### src/rtl/mem_host_ctrl_if.sv
// Host byte-stream bundle for mem_host_ctrl:
// load stream into memory, dump stream out.
interface mem_host_ctrl_if;
   logic       in_valid;
   logic [7:0] in_data;
   logic       in_ready;
   logic       out_valid;
   logic [7:0] out_data;
   logic       out_ready;

   modport master (
      output in_valid, in_data, out_ready,
      input  in_ready, out_valid, out_data
   );

   modport slave (
      input  in_valid, in_data, out_ready,
      output in_ready, out_valid, out_data
   );
endinterface

### src/rtl/mem_host_ctrl.sv
// Host-side sequencer: loads data memory, runs the core
// under reset control with a timeout, then dumps results.
module mem_host_ctrl #(
   parameter logic [7:0]  LOAD_BASE  = 8'd0,
   parameter logic [7:0]  DUMP_BASE  = 8'd128,
   parameter logic [7:0]  DUMP_LEN   = 8'd16,
   parameter logic [15:0] MAX_CYCLES = 16'd4096
) (
   input  logic        clk,
   input  logic        reset,
   input  logic        start,
   input  logic [7:0]  load_len,
   mem_host_ctrl_if.slave strm,
   output logic        core_reset,
   input  logic        core_done,
   output logic        host_owns_mem,
   output logic        dm_we,
   output logic [7:0]  dm_addr,
   output logic [7:0]  dm_di,
   input  logic [7:0]  dm_dout,
   output logic        busy,
   output logic        timeout,
   output logic [15:0] run_cycles
);

   typedef enum logic [2:0] {
      ST_IDLE,
      ST_LOAD,
      ST_CORE_RST,
      ST_RUN,
      ST_DUMP
   } state_t;

   state_t      r_state;
   logic [7:0]  r_len;
   logic [7:0]  r_idx;
   logic [7:0]  r_k;
   logic [15:0] r_run_cycles;
   logic        r_timeout;
   logic        r_first;
   logic        r_core_reset;
   logic        r_host_owns;
   logic        r_busy;
   logic        r_in_ready;
   logic        r_out_valid;

   logic        w_in_fire;
   logic        w_out_fire;
   logic [15:0] w_cyc_nxt;

   assign w_in_fire  = r_in_ready & strm.in_valid;
   assign w_out_fire = r_out_valid & strm.out_ready;
   assign w_cyc_nxt  = (r_run_cycles == 16'hFFFF) ?
                       r_run_cycles : r_run_cycles + 16'd1;

   always_ff @(posedge clk or negedge reset) begin
      if (!reset) begin
         r_state      <= ST_IDLE;
         r_len        <= 8'd0;
         r_idx        <= 8'd0;
         r_k          <= 8'd0;
         r_run_cycles <= 16'd0;
         r_timeout    <= 1'b0;
         r_first      <= 1'b0;
         r_core_reset <= 1'b1;
         r_host_owns  <= 1'b1;
         r_busy       <= 1'b0;
         r_in_ready   <= 1'b0;
         r_out_valid  <= 1'b0;
      end else begin
         unique case (r_state)
            ST_IDLE: begin
               if (start) begin
                  r_len        <= load_len;
                  r_timeout    <= 1'b0;
                  r_run_cycles <= 16'd0;
                  r_idx        <= 8'd0;
                  r_k          <= 8'd0;
                  r_busy       <= 1'b1;
                  if (load_len != 8'd0) begin
                     r_state    <= ST_LOAD;
                     r_in_ready <= 1'b1;
                  end else begin
                     r_state     <= ST_CORE_RST;
                     r_host_owns <= 1'b0;
                  end
               end
            end
            ST_LOAD: begin
               if (w_in_fire) begin
                  if (r_idx == r_len - 8'd1) begin
                     r_idx       <= 8'd0;
                     r_state     <= ST_CORE_RST;
                     r_in_ready  <= 1'b0;
                     r_host_owns <= 1'b0;
                  end else begin
                     r_idx <= r_idx + 8'd1;
                  end
               end
            end
            ST_CORE_RST: begin
               r_state      <= ST_RUN;
               r_core_reset <= 1'b0;
               r_first      <= 1'b1;
            end
            ST_RUN: begin
               r_first <= 1'b0;
               // done wins over timeout and is not itself counted
               if (core_done && !r_first) begin
                  r_state      <= ST_DUMP;
                  r_core_reset <= 1'b1;
                  r_host_owns  <= 1'b1;
                  r_out_valid  <= 1'b1;
                  r_k          <= 8'd0;
               end else begin
                  r_run_cycles <= w_cyc_nxt;
                  if (w_cyc_nxt >= MAX_CYCLES) begin
                     r_timeout    <= 1'b1;
                     r_state      <= ST_DUMP;
                     r_core_reset <= 1'b1;
                     r_host_owns  <= 1'b1;
                     r_out_valid  <= 1'b1;
                     r_k          <= 8'd0;
                  end
               end
            end
            ST_DUMP: begin
               if (w_out_fire) begin
                  if (r_k == DUMP_LEN - 8'd1) begin
                     r_k         <= 8'd0;
                     r_state     <= ST_IDLE;
                     r_out_valid <= 1'b0;
                     r_busy      <= 1'b0;
                  end else begin
                     r_k <= r_k + 8'd1;
                  end
               end
            end
            default: begin
               r_state <= ST_IDLE;
            end
         endcase
      end
   end

   assign dm_we   = w_in_fire;
   assign dm_addr = (r_state == ST_DUMP) ?
                    DUMP_BASE + r_k : LOAD_BASE + r_idx;
   assign dm_di   = strm.in_data;

   assign strm.in_ready  = r_in_ready;
   assign strm.out_valid = r_out_valid;
   assign strm.out_data  = dm_dout;

   assign core_reset    = r_core_reset;
   assign host_owns_mem = r_host_owns;
   assign busy          = r_busy;
   assign timeout       = r_timeout;
   assign run_cycles    = r_run_cycles;

endmodule

### src/flat_wrapper.sv
// flat-port wrapper written by rule: the top's interface ports become plain ports
module mem_host_ctrl_flat 
#(
   parameter logic [7:0]  LOAD_BASE  = 8'd0,
   parameter logic [7:0]  DUMP_BASE  = 8'd128,
   parameter logic [7:0]  DUMP_LEN   = 8'd16,
   parameter logic [15:0] MAX_CYCLES = 16'd4096
)
  (clk, reset, start, load_len, core_reset, core_done, host_owns_mem, dm_we, dm_addr, dm_di, dm_dout, busy, timeout, run_cycles, strm_in_valid, strm_in_data, strm_out_ready, strm_in_ready, strm_out_valid, strm_out_data);
  mem_host_ctrl_if strm_i ();
  input  logic clk;
  input  logic reset;
  input  logic start;
  input  logic [7:0] load_len;
  output logic core_reset;
  input  logic core_done;
  output logic host_owns_mem;
  output logic dm_we;
  output logic [7:0] dm_addr;
  output logic [7:0] dm_di;
  input  logic [7:0] dm_dout;
  output logic busy;
  output logic timeout;
  output logic [15:0] run_cycles;
  input wire logic [$bits(strm_i.in_valid)-1:0] strm_in_valid;
  input wire logic [$bits(strm_i.in_data)-1:0] strm_in_data;
  input wire logic [$bits(strm_i.out_ready)-1:0] strm_out_ready;
  output wire logic [$bits(strm_i.in_ready)-1:0] strm_in_ready;
  output wire logic [$bits(strm_i.out_valid)-1:0] strm_out_valid;
  output wire logic [$bits(strm_i.out_data)-1:0] strm_out_data;
  assign strm_i.in_valid = strm_in_valid;
  assign strm_i.in_data = strm_in_data;
  assign strm_i.out_ready = strm_out_ready;
  assign strm_in_ready = strm_i.in_ready;
  assign strm_out_valid = strm_i.out_valid;
  assign strm_out_data = strm_i.out_data;
  mem_host_ctrl #(.LOAD_BASE(LOAD_BASE), .DUMP_BASE(DUMP_BASE), .DUMP_LEN(DUMP_LEN), .MAX_CYCLES(MAX_CYCLES)) u_core (.clk(clk), .reset(reset), .start(start), .load_len(load_len), .strm(strm_i), .core_reset(core_reset), .core_done(core_done), .host_owns_mem(host_owns_mem), .dm_we(dm_we), .dm_addr(dm_addr), .dm_di(dm_di), .dm_dout(dm_dout), .busy(busy), .timeout(timeout), .run_cycles(run_cycles));
endmodule
### config.mk
export PLATFORM = sky130hd
export DESIGN_NAME = mem_host_ctrl_flat
export DESIGN_NICKNAME = d
export VERILOG_FILES = /design/src/rtl/mem_host_ctrl_if.sv /design/src/rtl/mem_host_ctrl.sv /design/src/flat_wrapper.sv
export SDC_FILE = /design/constraint.sdc
export NUM_CORES = 1
export LEC_CHECK = 0
export BUFFER_PORTS_ARGS = -buffer_cell sky130_fd_sc_hd__buf_4
export CORE_MARGIN = 2
export CORE_UTILIZATION = 30
export CTS_CLUSTER_DIAMETER = 100
export DETAILED_ROUTE_END_ITERATION = 7
export HOLD_SLACK_MARGIN = 0.15
export SLEW_MARGIN = 10
export SYNTH_ARGS = -nofsm -noshare
export SYNTH_HDL_FRONTEND = slang
export SYNTH_SLANG_ARGS = --single-unit
export TNS_END_PERCENT = 20
### constraint.sdc
create_clock -name clk -period 2.5 [get_ports clk]
set_clock_uncertainty 0.1 [all_clocks]
set_input_delay 0.125 -clock clk [delete_from_list [all_inputs] [get_ports clk]]
set_output_delay 0.125 -clock clk [all_outputs]
set_load 0.05 [all_outputs]
[After elaboration in Yosys (flattened, before gate mapping)]
Cells that the tools add are included.
Cells by class
  add/subtract/negate cells: 5
  $lt $le $gt $ge: 1
  equality and inequality tests: 17
  multiplexer cells: 43
  bitwise logic cells: 2
  reduce and logical (&&, ||, !) cells: 22
Operators with widths (count)
  $mux W8: 8
  $mux W16: 3
  $pmux W16 S2: 1
  $pmux W8 S3: 1
  $mux W3: 7
  $add A16 B1 Y16 const B: 1
  $add A8 B1 Y8 const B: 2
  $eq A16 B16 Y1 const B: 1
  $ge A16 B13 Y1 const B: 1
  $pmux W8 S2: 1
  $reduce_and A4 Y1: 4
  $pmux W3 S5: 1
  $mux W1: 13
  $pmux W1 S2: 6
  $reduce_and A6 Y1: 2
  $ne A2 B1 Y1 const B: 5
  $reduce_bool A2 Y1: 5
  $add A8 B8 Y8 const A: 1
  $eq A8 B4 Y1 const B: 1
  $eq A8 B8 Y1: 1
  $ne A2 B2 Y1 const B: 4
  $reduce_bool A8 Y1: 1
  $sub A8 B1 Y8 const B: 1
  $eq A3 B2 Y1 const B: 2
  13 further kinds: 17
Storage, ports and cells
  bits in registers: 50
  bits of input ports: 30
  output and inout port bits: 47
  logic and storage cells: 102

[Logic depth before layout (Yosys ltp)]
Gate-level depths: netlist (run 1).
  depth in word-level cells: 6
  depth in mapped cells: 10
  mapped depth without buffers: 9

[Worst setup path before layout (run 1)]
No wires, ideal clock.
  kind: reg2reg
  start point: register u_core.r_run_cycles[3], in the netlist u_core.run_cycles[3]
  end point: register u_core.r_k[2]
  setup time: 121 ps
  arrival: 2337 ps
  required time: 2279 ps
  setup slack: -57 ps
  cell stages (with the launch flop): 10
  path buffers: 2
  cell sequence: dfrtp_1 -> clkbuf_2 -> nand4_4 -> nor4b_4 -> mux2_2 -> and4_4 -> nor2b_2 -> buf_6 -> o21ai_2 -> a22o_1
Between the ends
  word-level cells in the longest chain between the ends: 5
Ends and longest elaborated chain
  start, declared: line mem_host_ctrl.sv:38  | logic [15:0] r_run_cycles;
  start signal, assigned: line mem_host_ctrl.sv:116  | r_run_cycles <= w_cyc_nxt;
  $add A16 B1 Y16 / $eq A16 B16 Y1 (equally long branches): line mem_host_ctrl.sv:54, mem_host_ctrl.sv:53
  $mux W16 *: line mem_host_ctrl.sv:53  | assign w_cyc_nxt = (r_run_cycles == 16'hFFFF) ?
  $ge A16 B13 Y1 *: line mem_host_ctrl.sv:117  | if (w_cyc_nxt >= MAX_CYCLES) begin
  $ne A3 B1 Y1 (no line) *
  $reduce_and A4 Y1 (no line) *
  end signal, assigned: line mem_host_ctrl.sv:135  | r_k <= r_k + 8'd1;
  end, declared: line mem_host_ctrl.sv:37  | logic [7:0] r_k;
Every way passes the cells marked *; elsewhere a longest branch is shown, timed or not.
A chain may end at the register's enable or synchronous reset.

[Worst setup path after layout (run 1)]
  start point: register u_core.r_run_cycles[0], in the netlist u_core.run_cycles[0]
  end point: register u_core.r_k[6]
The elaborated chain is that of the path after synthesis.

==> results.txt, run 1 <==
- Run status: completed
* Worst Hold Slack: between 150 and 200 ps
- The via count of the first global-routing pass is 2823.
* Flops & latches, synth: 50
* Combinational family with the most area after synthesis: simple AND/OR/NAND/NOR gates
* First-pass GRT wire length: 13800 um
- Initial standard-cell utilization of the core: 0.311
* Number of I/O port buffers: between 40 and 50
- For hold timing, the worst endpoint is strm_out_data[7].
- Startpoint types: flop
- Leakage power summed over all cells: 1.66 nW
- The HPWL after detailed placement is 6010 um.
- Startpoint of the worst register-to-register path: u_core.run_cycles[0]
- Clock-pin slew was measured on the worst setup and hold paths at 100 ps.
- For this design the ratio of total power to cell area is ~970 nW/um^2.
* Post-synthesis xor/xnor area fraction: 0.0298
* Post-route ant nets: 0
- At the worst endpoint, the required time is roughly 2600 ps.
* Number of warnings reported in the yosys synthesis log: 0
- Cell accounting for the most synthesized area: sky130_fd_sc_hd__dfrtp_1
* Count of TritonRoute iterations in the first routing pass: 5
- Number of failing hold endpoints at the final stage: 0
- # clock sinks: 50
* Area share of the leading cell type in the synthesized netlist: 0.371
- Gr ovfl total: 0
* Routed Wire Length: 8220 um
- Of the total power, the share spent switching nets is 0.459.
* Inserted Diodes: 0
- In the synthesized netlist, the cells that appear most often are sky130_fd_sc_hd__nand2_1 (60), sky130_fd_sc_hd__dfrtp_1 (48), sky130_fd_sc_hd__o21ai_0 (34).
* Most common cell in the netlist: sky130_fd_sc_hd__nand2_1
- TritonCTS built the clock tree.
- Growth of design area from synthesis to finish: 19.1%
* Minimum setup slack after placement: 68.6 ps
- Pin count of the biggest net entering global routing: 51
- Total vias in the final route: 2850
- Data arrives at the worst endpoint at 2470 ps.
- Setup total negative slack: 0 ps
- Starting DRT DRC Count: between 150 and 200
- At the end of routability-driven placement, the weighted congestion stood at 0.817.
- The smallest clock period supported by the final layout is computed as 2350 ps.
* Overall die width: roughly 110 um
* Initial antenna violation count: 0
- Of the total power, the clock network draws 0.152.
* Average detailed-routed wire length per instance: 14.9 um
- Hold Path Depth: 0
* Biggest area contributors in the synthesized netlist: sky130_fd_sc_hd__dfrtp_1 (37%), sky130_fd_sc_hd__nand2_1 (7.0%), sky130_fd_sc_hd__o21ai_0 (5.3%)
- Count of pins over their slew limit: 0
- The synthesized-area fraction occupied by ao, oa, aoi and oai cells came to 0.181.
- Number of nets in the layout: roughly 450
- The floorplan has 37 rows.
- Clock tree buffer depth: 2
- The core region is 10400 um^2.
* H-tree depth reported by CTS: 2
* Worst r2r dst: u_core.r_k[6]
- DRC viols: 0
* Fraction of final layout cells sized beyond drive strength 1: 0.246
- Number of enable flip-flop cells after synthesis: 0
* Asr flop ratio synth: 1.00
* Number of I/O pins: 77
- CTS Root Cell: sky130_fd_sc_hd__clkbuf_8
- Of the post-synthesis cell area, the part taken by muxes is 0.0337.
- Combinational Power Share: 0.495
- Die Y: about 110 um
* Unrepaired setup endpoints after global routing: false
- STA classifies the critical path endpoint as a flop.
- The critical path is of the reg2reg type.
- Fraction of the yosys area taken by sequential cells: 0.388
* Part of the power in registers: 0.354
- Dividing the detail-routed via count by the number of cells gives roughly 5.2.
- Worst IR drop on VDD: ~0.57 mV
- Maximum fanout count along the critical path: 8
* Number of cell instances on the worst register-to-register path: 9
- Derived from the worst setup path, the maximum achievable clock frequency is 0.425 GHz.
* Max-cap violation count: 0
- The internal power of the cells totals 0.00203 W.
- The cell area that synthesis handed to floorplanning was 3230 um^2.
- The number of different library cells used by synthesis comes to 55.
- The cell count after synthesis came out at 370.
- Worst Tran Pin Value: 1070 ps
* Final worst slack: 148 ps
- A synthesized cell averages 8.74 um^2.
- When the netlist entered floorplanning its net count stood at between 400 and 500.
* Setup slack of the most critical reg-to-reg path: 150 ps
- Worst hold path startpoint: dm_dout[7]
* Post-route design area: roughly 3900 um^2
- The design draws 0.00374 W.
- The floorplan step defined a die boundary enclosing 11600 um^2.
* Number of buffers created by CTS: 5
* Max-slew headroom at the worst pin: 0.286
- The path class of the tightest hold or removal check is in2out.
* Setup violations, final: 0
- Tot GR Track Use: 0.147
* Instance area after placement: roughly 3600 um^2
* Sw power: 0.00172 W
* Area fraction in and, or, nand and nor cells after synthesis: 0.271
- Post-synth top flop: sky130_fd_sc_hd__dfrtp_1
- The later pin in the worst-skew pair is clocked with a latency of 300 ps.
* Adder-cell share of the synthesized area: 0.0155
* Fin crit share: 0.941
==> power groups by stage <==
| stage | combinational (W) | clock, W | sequential (W) |
|---|---|---|---|
| after floorplan | 0.00151 | 0 | 0.00130 |
| after global placement | 0.00179 | 0 | 0.00132 |
| after detailed placement | 0.00183 | 0 | 0.00134 |
| after CTS | 0.00185 | 0.000595 | 0.00132 |
| after global routing | 0.00204 | 0.000625 | 0.00137 |
| final | 0.00185 | 0.000569 | 0.00132 |
==> cells in the final DEF, fill, tap and decap left out, types with 7 or more instances in the layout <==
| master | n |
|---|---|
| sky130_fd_sc_hd__nand2_1 | 60 |
| sky130_fd_sc_hd__nand2b_1 | 9 |
| sky130_fd_sc_hd__nor2_1 | 23 |
| sky130_fd_sc_hd__mux2_2 | 7 |
| sky130_fd_sc_hd__dfrtp_1 | 42 |
| sky130_fd_sc_hd__buf_4 | 59 |
| sky130_fd_sc_hd__a31oi_1 | 11 |
| sky130_fd_sc_hd__xnor2_1 | 9 |
| sky130_fd_sc_hd__inv_1 | 7 |
| sky130_fd_sc_hd__o21ai_0 | 34 |
| sky130_fd_sc_hd__a21oi_1 | 22 |
| sky130_fd_sc_hd__dlygate4sd3_1 | 11 |
| sky130_fd_sc_hd__nand3_1 | 16 |
| sky130_fd_sc_hd__nand4_1 | 7 |
==> flip-flops by register name (all words and copies together) (netlist names) <==
register,flops
u_core.r_len,8
u_core.run_cycles,16
u_core.r_idx,8
u_core.r_k,8
u_core.r_state,3
u_core.host_owns_mem,1
u_core.core_reset,1
u_core.busy,1
u_core.r_first,1
u_core.strm.in_ready,1
u_core.timeout,1
u_core.strm.out_valid,1
==> through the flow <==
| step | utilization | std cells |
|---|---|---|
| 2_1_floorplan | - | 370 |
| 6_report | 0.370 | 550 |
| 3_3_place_gp | 0.346 | 529 |
| 3_5_place_dp | 0.346 | 529 |
| 4_1_cts | 0.367 | 548 |
| 5_1_grt | 0.370 | 550 |
==> how the worst max path moves through the flow <==
stage,slack [ps],end,from,cells past startpoint
after floorplan,10,u_core.r_k[2],u_core.run_cycles[10],8
after global placement,200,u_core.r_k[2],u_core.run_cycles[10],7
after detailed placement,70,u_core.r_k[6],u_core.run_cycles[0],8
after CTS,30,u_core.r_k[6],u_core.run_cycles[0],8
after global routing,40,u_core.r_k[6],u_core.run_cycles[0],9
final,150,u_core.r_k[6],u_core.run_cycles[0],9
==> metal layers <==
layer / global-route usage / vias up / wire length, um
li1: - / 1389 / -
met1: 0.198 / 1382 / 3820
met2: 0.248 / 71 / 3900
met3: 0.0230 / 8 / 437
met4: 0.0330 / 0 / 63
met5: 0 / - / 0
==> logic make-up after synthesis <==
kind of cell | after synthesis
and+or+nand+nor | 159
AOI/OAI and AO/OA | 95
DFF | 50
buffers and inverters | 41
xor gates and xnor gates | 11
muxes | 10
adders and majority gates | 4
==> layout make-up <==
type                            count  area [um^2]
Clock buffer                        5         68.8
Clock inverter                      3         40.0
Fill cell                        1075         6560
Inverter                            7         26.3
Multi-Input combinational cell    279         1730
Sequential cell                    50         1260
Tap cell                          136          170
Timing Repair Buffer               70          553
==> critical path, stage by stage (launching register included) <==
cell and delay, ps:
sky130_fd_sc_hd__dfrtp_2 400, sky130_fd_sc_hd__ha_2 230, sky130_fd_sc_hd__nand4_1 100, sky130_fd_sc_hd__buf_4 170, sky130_fd_sc_hd__nor4b_4 260, sky130_fd_sc_hd__mux2i_2 320
sky130_fd_sc_hd__and4_4 320, sky130_fd_sc_hd__nor2b_4 80, sky130_fd_sc_hd__buf_4 140, sky130_fd_sc_hd__a31oi_1 160
==> what timing repair did <==
item / in CTS / in global routing
resized for setup: 0 / 4
hold buffers: 11 / 0
buffers inserted: 0 / 2
hold endpoints to repair: 60 / 0
setup endpoints to repair: 0 / 9
Power figures use the tool's default switching activity.
==> run 2: changes to the inputs <==
ABC_AREA = 1   (was default)
==> run 2 against run 1 <==
Combinational power shrank 97%. Maximum frequency increased by 4.4%. Worst setup slack improved by 98 ps. Critical path type unchanged. Sequential cell count did not move.
==> results.txt, run 2 <==
* Total vias in the final route: ~3000
- CP most frequent cell: sky130_fd_sc_hd__nand2_4
* Detailed Place HPWL: around 6100 um
- Synthesis produced a netlist whose cell count is 453.
- Part of the power in registers: 0.517
* Standard cell with the maximum stage delay on the critical path: sky130_fd_sc_hd__dfrtp_1
- Setup repair after global routing left no endpoint under its margin.
* First-pass GRT wire length: around 14000 um
- Max-slew headroom at the worst pin: 0.565
- Asr flop ratio synth: 1.00
- Setup total negative slack: 0 ps
* Startpoint of the worst register-to-register path: u_core.run_cycles[0]
- Fin crit share: 0.902
* TritonCTS clock tree: done
- Flops & latches, synth: 50
* Number of nets in the layout: between 500 and 600
- Buffer and inverter count on the worst path: 1
* Number of enable flip-flop cells after synthesis: 0
- In the routed layout, each cell is associated on average with a via count of 4.74.
- Of the total power, the share spent switching nets is 0.194.
- For this design the static power due to leakage is slightly below 2 nW.
- The share of the Yosys chip area taken by registers is 0.375.
- The initial antenna violation count was 0.
* Hold Path Depth: 0
* Instance area after placement: 3720 um^2
- Measured in cells, the most critical reg-to-reg path has a length of 12.
* Weighted congestion at the end of routability-driven global placement: 0.850
- Delay-heaviest family, CP: simple AND/OR/NAND/NOR gates
- In this run the worst path has a maximum fanout of 16.
* Clock slew at the register clock pins of the worst setup and hold paths: 100 ps
* Fraction of final layout cells sized beyond drive strength 1: 0.194
* Top library cells by usage in the layout, fill and taps aside: sky130_fd_sc_hd__nand2_1 (106), sky130_fd_sc_hd__inv_1 (60), sky130_fd_sc_hd__buf_4 (49)
- Setup violations remaining at the end of the flow were counted as 0.
* Average detailed-routed wire length per instance: roughly 13 um
* Crit. path cell count: 12
* Combinational Power Share: 0.033
- In this run the most critical hold path is launched from strm_in_data[3].
- Pin count of the biggest net entering global routing: 51
- Sorting the synthesized cells by how often they occur yields sky130_fd_sc_hd__nand2_1 (106), sky130_fd_sc_hd__inv_1 (60), sky130_fd_sc_hd__dfrtp_1 (48).
- The core region is approximately 11000 um^2.
- For the pin with the worst max-slew slack, the measured transition is approximately 650 ps.
- After filler insertion, the fill cell instance count of the layout stands at 1139.
- Dividing the synthesized area by the synthesized cell count gives 7.39 um^2.
* Startpoint types: flop
* H-tree depth reported by CTS: 2
- Inserted Diodes: 0
- For the worst setup path, the data arrival time is 2380 ps.
- For this configuration, the core starts out at a cell density of 0.309.
- Most common cell in the netlist: sky130_fd_sc_hd__nand2_1
* Gr ovfl total: 0
* Growth of design area from synthesis to finish: 18.3%
* Count of TritonRoute iterations in the first routing pass: 5
- Number of buffers created by CTS: 5
* Overall die width: 110 um
* Number of warnings reported in the yosys synthesis log: 0
- Counting every net in the synthesized netlist gives ~500.
- Cell accounting for the most synthesized area: sky130_fd_sc_hd__dfrtp_1
* WP data required: 2630 ps
- For this design the ratio of total power to cell area is approximately 390 nW/um^2.
- Biggest area contributors in the synthesized netlist: sky130_fd_sc_hd__dfrtp_1 (36%), sky130_fd_sc_hd__nand2_1 (12%), sky130_fd_sc_hd__inv_1 (6.7%)
- The smallest clock period supported by the final layout is computed as 2250 ps.
- Cell area after synthesis: 3350 um^2
- Internal: between 0.001 and 0.0015 W
* Sw power: 0.000304 W
* Clock latency at the later pin of the worst-skew pair: 300 ps
- The die covers 12000 um^2.
- The tightest min-delay check is of the in2out type.
- Post-synthesis cell type count: 41
* Count of pins over their slew limit: 0
* Post-cts repair resize count: 0
* Number of I/O pins: 77
- Post-route ant nets: 0
- Post-route design area: 3960 um^2
- Highest clock frequency the design can meet: 0.444 GHz
* # clock sinks: 50
- CTS Root Cell: sky130_fd_sc_hd__clkbuf_8
- Max-cap violation count: 0
- Flip-flop count of the largest register, all copies and words added: 16
- The flow ran to the end, and the final reports show no timing, DRC or antenna violations.
* Most common cell after layout, fill and taps aside: sky130_fd_sc_hd__nand2_1
- Die Y: 110 um
- Routed Wire Length: approximately 8000 um
- Area share of the leading cell type in the synthesized netlist: 0.359
- Among all flip-flop cells after synthesis, the most frequent one is sky130_fd_sc_hd__dfrtp_1.
- The worst hold path terminates at dm_di[3].
- DRC viols: 0
- Worst r2r dst: u_core.r_k[3]
- Cell-by-cell trace of the critical path: ha_1 -> nand3_1 -> inv_2 -> nand2_4 -> nor2_4 -> nand2_4 -> nand3_1 -> nor2_4 -> nand4_4 -> nand2_4 -> nand2_1 -> o21ai_2
* Tot GR Track Use: 0.146
- Setup slack of the most critical reg-to-reg path: 250 ps
* Clock tree buffer depth: 2
* Type of element capturing the critical path: flop
- Starting DRT DRC Count: 135
- Port buffering added 44 buffers.
- Number of failing hold endpoints at the final stage: 0
- Biggest cell delay along the critical path: approximately 430 ps
- The via count of the first global-routing pass came to 2931.
* Type of the setup path with the least slack: reg2reg
* Clock Power Share: 0.450
- Rows: 38
* Worst IR drop on VDD: approximately 0.31 mV
## run 2: how the worst max path moves through the flow
stage / start / end / slack (ps)
CTS: u_core.run_cycles[0] / u_core.r_k[1] / 240
finish: u_core.run_cycles[0] / u_core.r_k[3] / 250
detailed placement: u_core.run_cycles[0] / u_core.r_k[1] / 260
global placement: u_core.run_cycles[0] / u_core.r_k[3] / 310
floorplan: u_core.run_cycles[1] / u_core.r_k[6] / 210
global route: u_core.r_len[0] / u_core.r_idx[7] / 30
## run 2: area by class of cell
cell class	count	area [um^2]	area share
clock buffers	6	82.6	0.0209
clock inverters	2	60.1	0.0152
inverters	63	236	0.0597
repair buffers	59	468	0.118
well taps	140	175	0.0442
flip-flops and latches	50	1250	0.317
multi-input cells	315	1680	0.425
## run 2: power by group through the flow
| stage | clock network [W] | registers [W] | logic, W |
|---|---|---|---|
| CTS | 0.000721 | 0.000808 | 0.0000537 |
| finish | 0.000704 | 0.000808 | 0.0000519 |
| global route | 0.000751 | 0.000808 | 0.0000593 |
| global placement | 0 | 0.000824 | 0.0000410 |
| floorplan | 0 | 0.000824 | 0.0000739 |
| detailed placement | 0 | 0.000824 | 0.0000410 |
## run 2: per-layer routing
| metal | GRT usage | share of wire | up-vias | wire, um |
|---|---|---|---|---|
| li1 | - | - | 1535 | - |
| met4 | 0.0298 | 0.0079 | 0 | 63 |
| met5 | 0 | 0 | - | 0 |
| met1 | 0.210 | 0.50 | 1387 | 4030 |
| met2 | 0.230 | 0.44 | 82 | 3500 |
| met3 | 0.0249 | 0.052 | 6 | 419 |
## run 2: cells by family (layout without fill, tap and decap cells)
| group | count (synthesis) | after routing | synth area share |
|---|---|---|---|
| adder cells (fa/ha/maj) | 4 | 4 | 0.0150 |
| flip-flops | 50 | 50 | 0.375 |
| buffers and inverters | 88 | 130 | 0.122 |
| AND/OR/NAND/NOR | 225 | 225 | 0.321 |
| XOR/XNOR | 17 | 17 | 0.0445 |
| AO/OA/AOI/OAI | 69 | 69 | 0.123 |
## run 2: metrics by stage
stage	hold slack [ps]	setup slack (ps)	instances	total power, W	util
after floorplan	-271	210	453	0.000898	-
after global placement	98.0	309	617	0.000865	0.343
after detailed placement	98.9	258	617	0.000865	0.343
after CTS	150	239	635	0.00158	0.365
after global routing	150	34.9	635	0.00162	0.365
final	150	246	635	0.00156	0.365
## run 2: what timing repair did
action                                  in CTS  in global routing
hold buffers                                10                  0
setup buffers                                0                  0
endpoints found under the setup margin       0                  0
endpoints found under the hold margin       57                  0
